**src/rtl/vga_warp_timing.sv**
```systemverilog
// VGA raster timing generator with per-pixel projective accumulators.
// A new coefficient set is double-buffered and swapped in only at frame wrap.
module vga_warp_timing #(
    parameter int H_ACTIVE = 640,
    parameter int H_FP     = 16,
    parameter int H_SYNC   = 96,
    parameter int H_BP     = 48,
    parameter int V_ACTIVE = 480,
    parameter int V_FP     = 11,
    parameter int V_SYNC   = 2,
    parameter int V_BP     = 31,
    parameter bit SYNC_POL = 1'b0,
    parameter int NCH      = 3,
    parameter int ACC_W    = 79,
    localparam int HT = H_ACTIVE + H_FP + H_SYNC + H_BP,
    localparam int VT = V_ACTIVE + V_FP + V_SYNC + V_BP,
    localparam int HW = $clog2(HT),
    localparam int VW = $clog2(VT)
) (
    input  logic                 vclock,
    input  logic                 reset,
    input  logic [NCH*ACC_W-1:0] init_in,
    input  logic [NCH*ACC_W-1:0] pix_step_in,
    input  logic [NCH*ACC_W-1:0] row_step_in,
    input  logic                 coeff_valid,
    output logic                 coeff_ready,
    output logic [HW-1:0]        hcount,
    output logic [VW-1:0]        vcount,
    output logic                 hsync,
    output logic                 vsync,
    output logic                 blank,
    output logic                 frame_start,
    output logic [NCH*ACC_W-1:0] acc
);

    localparam logic [HW-1:0] H_LAST = HW'(HT - 1);
    localparam logic [VW-1:0] V_LAST = VW'(VT - 1);

    typedef logic signed [ACC_W-1:0] word_t;

    logic [HW-1:0] h_q, h_d;
    logic [VW-1:0] v_q, v_d;
    logic          hs_q, vs_q, bl_q, fs_q;
    logic          rdy_q, rdy_d;
    logic          last_col, wrap, take;

    word_t act_init_q [NCH];
    word_t act_pix_q  [NCH];
    word_t act_row_q  [NCH];
    word_t pend_init_q[NCH];
    word_t pend_pix_q [NCH];
    word_t pend_row_q [NCH];
    word_t acc_q      [NCH];
    word_t acc_d      [NCH];

    function automatic logic sync_level(input int pos, input int start, input int len);
        return (pos >= start && pos < start + len) ? SYNC_POL : ~SYNC_POL;
    endfunction

    always_comb begin
        last_col = (h_q == H_LAST);
        wrap     = last_col && (v_q == V_LAST);
        take     = coeff_valid && rdy_q;
        h_d      = last_col ? '0 : h_q + HW'(1);
        v_d      = v_q;
        if (last_col) begin
            v_d = (v_q == V_LAST) ? '0 : v_q + VW'(1);
        end
        // ready drops on acceptance; a wrap frees the pending slot
        rdy_d = !take && (rdy_q || wrap);
        for (int k = 0; k < NCH; k++) begin
            if (wrap) begin
                acc_d[k] = rdy_q ? act_init_q[k] : pend_init_q[k];
            end else begin
                acc_d[k] = acc_q[k] + (last_col ? act_row_q[k] : act_pix_q[k]);
            end
        end
    end

    always_ff @(posedge vclock) begin
        if (reset) begin
            h_q   <= '0;
            v_q   <= '0;
            hs_q  <= ~SYNC_POL;
            vs_q  <= ~SYNC_POL;
            bl_q  <= 1'b0;
            fs_q  <= 1'b0;
            rdy_q <= 1'b1;
            for (int k = 0; k < NCH; k++) begin
                acc_q[k]      <= '0;
                act_init_q[k] <= '0;
                act_pix_q[k]  <= '0;
                act_row_q[k]  <= '0;
            end
        end else begin
            h_q   <= h_d;
            v_q   <= v_d;
            hs_q  <= sync_level(int'(h_d), H_ACTIVE + H_FP, H_SYNC);
            vs_q  <= sync_level(int'(v_d), V_ACTIVE + V_FP, V_SYNC);
            bl_q  <= (int'(h_d) >= H_ACTIVE) || (int'(v_d) >= V_ACTIVE);
            fs_q  <= (h_d == '0) && (v_d == '0);
            rdy_q <= rdy_d;
            for (int k = 0; k < NCH; k++) begin
                acc_q[k] <= acc_d[k];
                if (wrap && !rdy_q) begin
                    act_init_q[k] <= pend_init_q[k];
                    act_pix_q[k]  <= pend_pix_q[k];
                    act_row_q[k]  <= pend_row_q[k];
                end
            end
        end
    end

    // Pending set is pure data; its validity lives in rdy_q.
    always_ff @(posedge vclock) begin
        if (take) begin
            for (int k = 0; k < NCH; k++) begin
                pend_init_q[k] <= init_in[k*ACC_W +: ACC_W];
                pend_pix_q[k]  <= pix_step_in[k*ACC_W +: ACC_W];
                pend_row_q[k]  <= row_step_in[k*ACC_W +: ACC_W];
            end
        end
    end

    for (genvar g = 0; g < NCH; g++) begin : g_acc
        assign acc[g*ACC_W +: ACC_W] = acc_q[g];
    end

    assign hcount      = h_q;
    assign vcount      = v_q;
    assign hsync       = hs_q;
    assign vsync       = vs_q;
    assign blank       = bl_q;
    assign frame_start = fs_q;
    assign coeff_ready = rdy_q;

endmodule

```
**config.mk**
```make
export PLATFORM = sky130hd
export DESIGN_NAME = vga_warp_timing
export DESIGN_NICKNAME = d
export VERILOG_FILES = /design/src/rtl/vga_warp_timing.sv
export SDC_FILE = /design/constraint.sdc
export NUM_CORES = 2
export LEC_CHECK = 0
export BUFFER_PORTS_ARGS = -buffer_cell sky130_fd_sc_hd__buf_4
export CORE_AREA = 10 10 368 370
export CTS_CLUSTER_SIZE = 40
export DETAILED_ROUTE_END_ITERATION = 12
export DIE_AREA = 0 0 378 380
export HOLD_SLACK_MARGIN = 0.03
export PLACE_DENSITY = 0.9
export SETUP_SLACK_MARGIN = 0.3
export SYNTH_ARGS = -nofsm -noshare
export SYNTH_HDL_FRONTEND = slang
export SYNTH_SLANG_ARGS = --single-unit
```
**constraint.sdc**
```tcl
create_clock -name vclock -period 72.1 [get_ports vclock]
set_clock_uncertainty 0.2 [all_clocks]
set_input_delay 0 -clock vclock [delete_from_list [all_inputs] [get_ports vclock]]
set_output_delay 0 -clock vclock [all_outputs]
set_load 0.005 [all_outputs]
```
==> flow_summary_export.csv, run 1 <==
group,metric,value,unit
run_status,status,"did not finish",
run_status,stop_stage,"global routing (5_1_grt)",
run_status,stop_error,"[ERROR GRT-0116] Global routing finished with congestion. Check the congestion regions in the DRC Viewer.",
synthesis,synth.most_common_cell,"edfxtp_1",
place,dp_hpwl,177,mm
synthesis,synth.distinct_cells,73,
grt,grt_pass1_vias,75200,
grt,grt_pass1_wl,526,mm
place,gp_congestion,0.941,
synthesis,ys.warnings.count,0,
place,placed_area,84200,sq um
die,ios,976,
synthesis,async_flop_share,0,
synthesis,synth-seq-cells,1684,
synthesis,ys_top_cells_by_area,"edfxtp_1 57%, dfxtp_1 6.9%, and2_1 6.1%, nand2_1 4.5%, ha_1 4.0%",
synthesis,synth_nets,7205,
clock_network,clockBufferDepth,3,
synthesis,postSynthCellCount,6245,
grt,grt_overflow,87,
synthesis,synth_ff_type,"edfxtp_1",
clock_network,cts-root-buf,"clkbuf_16",
die,die_h,380,um
synthesis,synth_top_cell_area_share,0.565,
grt,grtUsageTotal,0.501,
clock_network,clkSinkCount,1684,
die,initial_core_util,0.588,
synthesis,synth_edf_count,1422,
synthesis,ys_seq_area_frac,0.634,
die,rows,132,
synthesis,synth_area,75600,sq um
clock_network,htreeDepth,4,
grt,grt_max_degree,309,
synthesis,ys_top_cells_by_count,"1422 x edfxtp_1, 896 x nand2_1, 734 x and2_1, 333 x nor2_1, 327 x clkbuf_1",
place,port_buffers,975,
synthesis,yosysTopAreaCell,"edfxtp_1",
die,die_x,378,um
synthesis,synth_area_per_cell,12.1,sq um
clock_network,cts_resized,0,
clock_network,cts_buffers,169,
[logic make-up after synthesis]
family | synth area share
AND/OR/NAND/NOR | 0.151
flip-flops | 0.634
AO/OA/AOI/OAI | 0.0972
buffers and inverters | 0.0206
adder cells (fa/ha/maj) | 0.0410
multiplexers | 0.0300
XOR/XNOR | 0.0260
[metrics by stage]
step / std cells / hold slack, ps / setup WS [ps] / utilization
2_1_floorplan: 6245 / -101 / 35730 / -
3_3_place_gp: 8593 / -21.9 / 65000 / 0.655
3_5_place_dp: 8593 / -20.7 / 64780 / 0.655
4_1_cts: 10300 / 103 / 64720 / 0.810
[timing repair]
action / in CTS
setup buffers: 0
hold endpoints to repair: 877
hold buffers: 1425
[routing by layer]
layer / global-route usage / overflow
met1: 0.520 / 0
met2: 0.684 / 38
met3: 0.334 / 0
met4: 0.420 / 49
met5: 0.0896 / 0
==> inputs of run 2 (changes only) <==
Settings changed: CORE_AREA 10 10 368 370 to default, CORE_MARGIN from default to 10, CORE_UTILIZATION from default to 40, CTS_CLUSTER_SIZE 40 to default, DIE_AREA 0 0 378 380 to default, HOLD_SLACK_MARGIN 0.03 to default, PLACE_DENSITY 0.9 to default, PLACE_DENSITY_LB_ADDON from default to 0.15, SETUP_SLACK_MARGIN 0.3 to default.
==> run 2 against run 1 <==
The run now ends clean. Area after synthesis stayed put. Synthesized cell count unchanged.
==> flow_summary_export.csv, run 2 <==
group,metric,value,unit
critical_path,crit_required,72670,ps
critical_path,r2r_end,"acc_q[0][229]",
cells_and_area,fin_util,0.563,
run_status,status,"finished, final reports clean",
critical_path,startpoint,"hcount[0]",
min_path,hold_path_startpoint,"reset",
cells_and_area,final_common_cell,"dlygate4sd3_1",
clock_network,cts_setup_buffers,0,
critical_path,arrival,7600,ps
drt,drcViolationCount,0,
synthesis,yosysTopAreaCell,"edfxtp_1",
clock_network,cts_resized,0,
synthesis,synth_area,75600,sq um
critical_path,slowest_stage,"buf_4",
clock_network,insertion_delay,840,ps
critical_path,critPathMostFrequentCell,"nand2_1",
synthesis,synth-seq-cells,1684,
grt,grt_overflow,0,
grt,grt_pass1_vias,60400,
timing,fin_crit,7030,ps
critical_path,r2r_slack,65070,ps
synthesis,synth_area_per_cell,12.1,sq um
drt,via_count,57900,
grt,grt_pass1_wl,398,mm
place,dp.cells,9422,
critical_path,crit_chain,"ha_1 > nand2_1 > nor4_2 > buf_4 > buf_4 > buf_4 > nand2_1 > nand2_1 > ha_1 > and3_1 > nand2_1 > or4b_1 > nor3_1 > and3_1 > o2111ai_1 > and3_1 > o41ai_2 > nand3_1 > or4_1 > nand3_1",
clock_network,clkSinkCount,1684,
die,die_h,455,um
critical_path,cp_max_fo,53,
timing,relSlewSlack,0.144,
synthesis,synth_ff_type,"edfxtp_1",
flow_run,max-cap-violations,0,
synthesis,ys_seq_area_frac,0.634,
die,rows,159,
timing,hold_viol,0,
drt,drt-initial-drc-count,3930,
critical_path,critPathKind,"reg2reg",
timing,worstMarginPinSlew,1280,ps
timing,fin_crit_sh,0.0975,
synthesis,ys_top_cells_by_count,"1422 x edfxtp_1, 896 x nand2_1, 734 x and2_1, 333 x nor2_1, 327 x clkbuf_1",
drt,drt_wl_total,273,mm
synthesis,ys.warnings.count,0,
synthesis,synth_nets,7205,
clock_network,clockBufferDepth,3,
cells_and_area,regArea,47900,sq um
drt,wire_per_inst,24.4,um
clock_network,htreeDepth,4,
min_path,hold_depth,5,
drt,drtPass1Iterations,6,
die,ios,976,
synthesis,postSynthCellCount,6245,
clock_network,cts-root-buf,"clkbuf_16",
grt,grtUsageTotal,0.256,
clock_network,clk_pin_slew,60,ps
cells_and_area,layout_common_cells,"1426 x dlygate4sd3_1, 1422 x edfxtp_1, 1017 x buf_4, 894 x nand2_1, 732 x and2_1",
cells_and_area,final_nets,9500,
timing,drv_slew,0,
die,die_area,207000,sq um
timing,rsz0062_at_grt,"no",
critical_path,critical-path-max-stage-delay,770,ps
synthesis,synth.most_common_cell,"edfxtp_1",
grt,grt_max_degree,261,
critical_path,rr_startpoint,"hcount[0]",
synthesis,synth_top_cell_area_share,0.565,
cells_and_area,fill_cells,15400,
timing,holdWs,143,ps
timing,setup_viol,0,
min_path,hold_end,"acc_q[0][234]",
cells_and_area,synthToLayoutAreaGrowth,39.9,%
drt,avgViaCountPerCell,5.16,
die,die_x,455,um
clock_network,cts_tree,"built",
drt,antenna_left,0,
cells_and_area,layout-drive-gt1-share,0.154,
synthesis,async_flop_share,0,
critical_path,reg2regPathDepth,20,
min_path,min_path_type,"in2reg",
power,power.density_cell_area,30.9,nW/um^2
critical_path,startpoint_type,"flop",
place,port_buffers,975,
timing,fmax,0.142,GHz
clock_network,cts_buffers,185,
synthesis,synth_edf_count,1422,
die,core_area,188000,sq um
timing,tns,0,ps
place,gp_congestion,0.997,
synthesis,ys_top_cells_by_area,"edfxtp_1 57%, dfxtp_1 6.9%, and2_1 6.1%, nand2_1 4.5%, ha_1 4.0%",
power,vdd_ir_drop_max,0.0000267,V
power,leakage,43.0,nW
die,initial_core_util,0.402,
cells_and_area,multiInputGateArea,26100,sq um
critical_path,critPathCaptureType,"flop",
grt,antenna_found_initial,31,
place,dp_hpwl,187,mm
cells_and_area,fin_cells,11200,
synthesis,synth.distinct_cells,73,
-- run 2: repair_timing --
item                                    4_1_cts  5_1_grt
hold endpoints to repair                    917        0
hold buffers                               1426        0
endpoints found under the setup margin        0        0
-- run 2: worst max path at each step --
stage | end | slack (ps) | depth (start not counted)
after floorplan | act_init_q[0][0] | 35730 | 6
after global placement | acc_q[0][229] | 65200 | 20
after detailed placement | acc_q[0][229] | 65070 | 20
after CTS | acc_q[0][229] | 65080 | 20
after global routing | acc_q[0][229] | 64630 | 20
final | acc_q[0][229] | 65070 | 20
-- run 2: layout make-up --
cell class | instances | area share
Sequential cell | 1684 | 0.454
Clock buffer | 244 | 0.0475
Multi-Input combinational cell | 4148 | 0.247
Antenna cell | 20 | 0.000473
Inverter | 70 | 0.00249
Clock inverter | 101 | 0.0105
Timing Repair Buffer | 2451 | 0.209
Tap cell | 2495 | 0.0295
-- run 2: layer usage --
metal  GRT usage  part of all wire  vias up
met5           0                 0        -
met4       0.149             0.067        0
met3      0.0507             0.054      572
met2       0.434              0.49     1786
met1       0.303              0.39    28300
li1            -                 -    27200
-- run 2: worst max-delay path: cells and delay by family (launching register included) --
family | cells | cell delay, ps
AOI/OAI and AO/OA | 2 | 490
and+or+nand+nor | 13 | 3420
adders and majority gates | 2 | 560
buffers and inverters | 3 | 1810
DFF | 1 | 420
-- run 2: where the power goes --
part           total (mW)  internal, mW  switching (mW)
Sequential           1.24          1.17          0.0727
Combinational        1.07         0.458           0.607
Clock               0.966         0.558           0.408
Total                3.27          2.18            1.09
-- run 2: logic make-up after synthesis --
group	share of synthesized area
AOI/OAI and AO/OA	0.0972
xor gates and xnor gates	0.0260
adders and majority gates	0.0410
buffers and inverters	0.0206
DFF	0.634
muxes	0.0300
and+or+nand+nor	0.151
-- run 2: through the flow --
step,instance area [sq um],power (mW),setup WS [ps]
finish,106000,3.27,65070
global route,106000,3.43,64630
CTS,106000,3.28,65080
detailed placement,85300,2.25,65070
global placement,85300,2.25,65200
floorplan,75600,1.88,35730
Power figures use the tool's default switching activity.
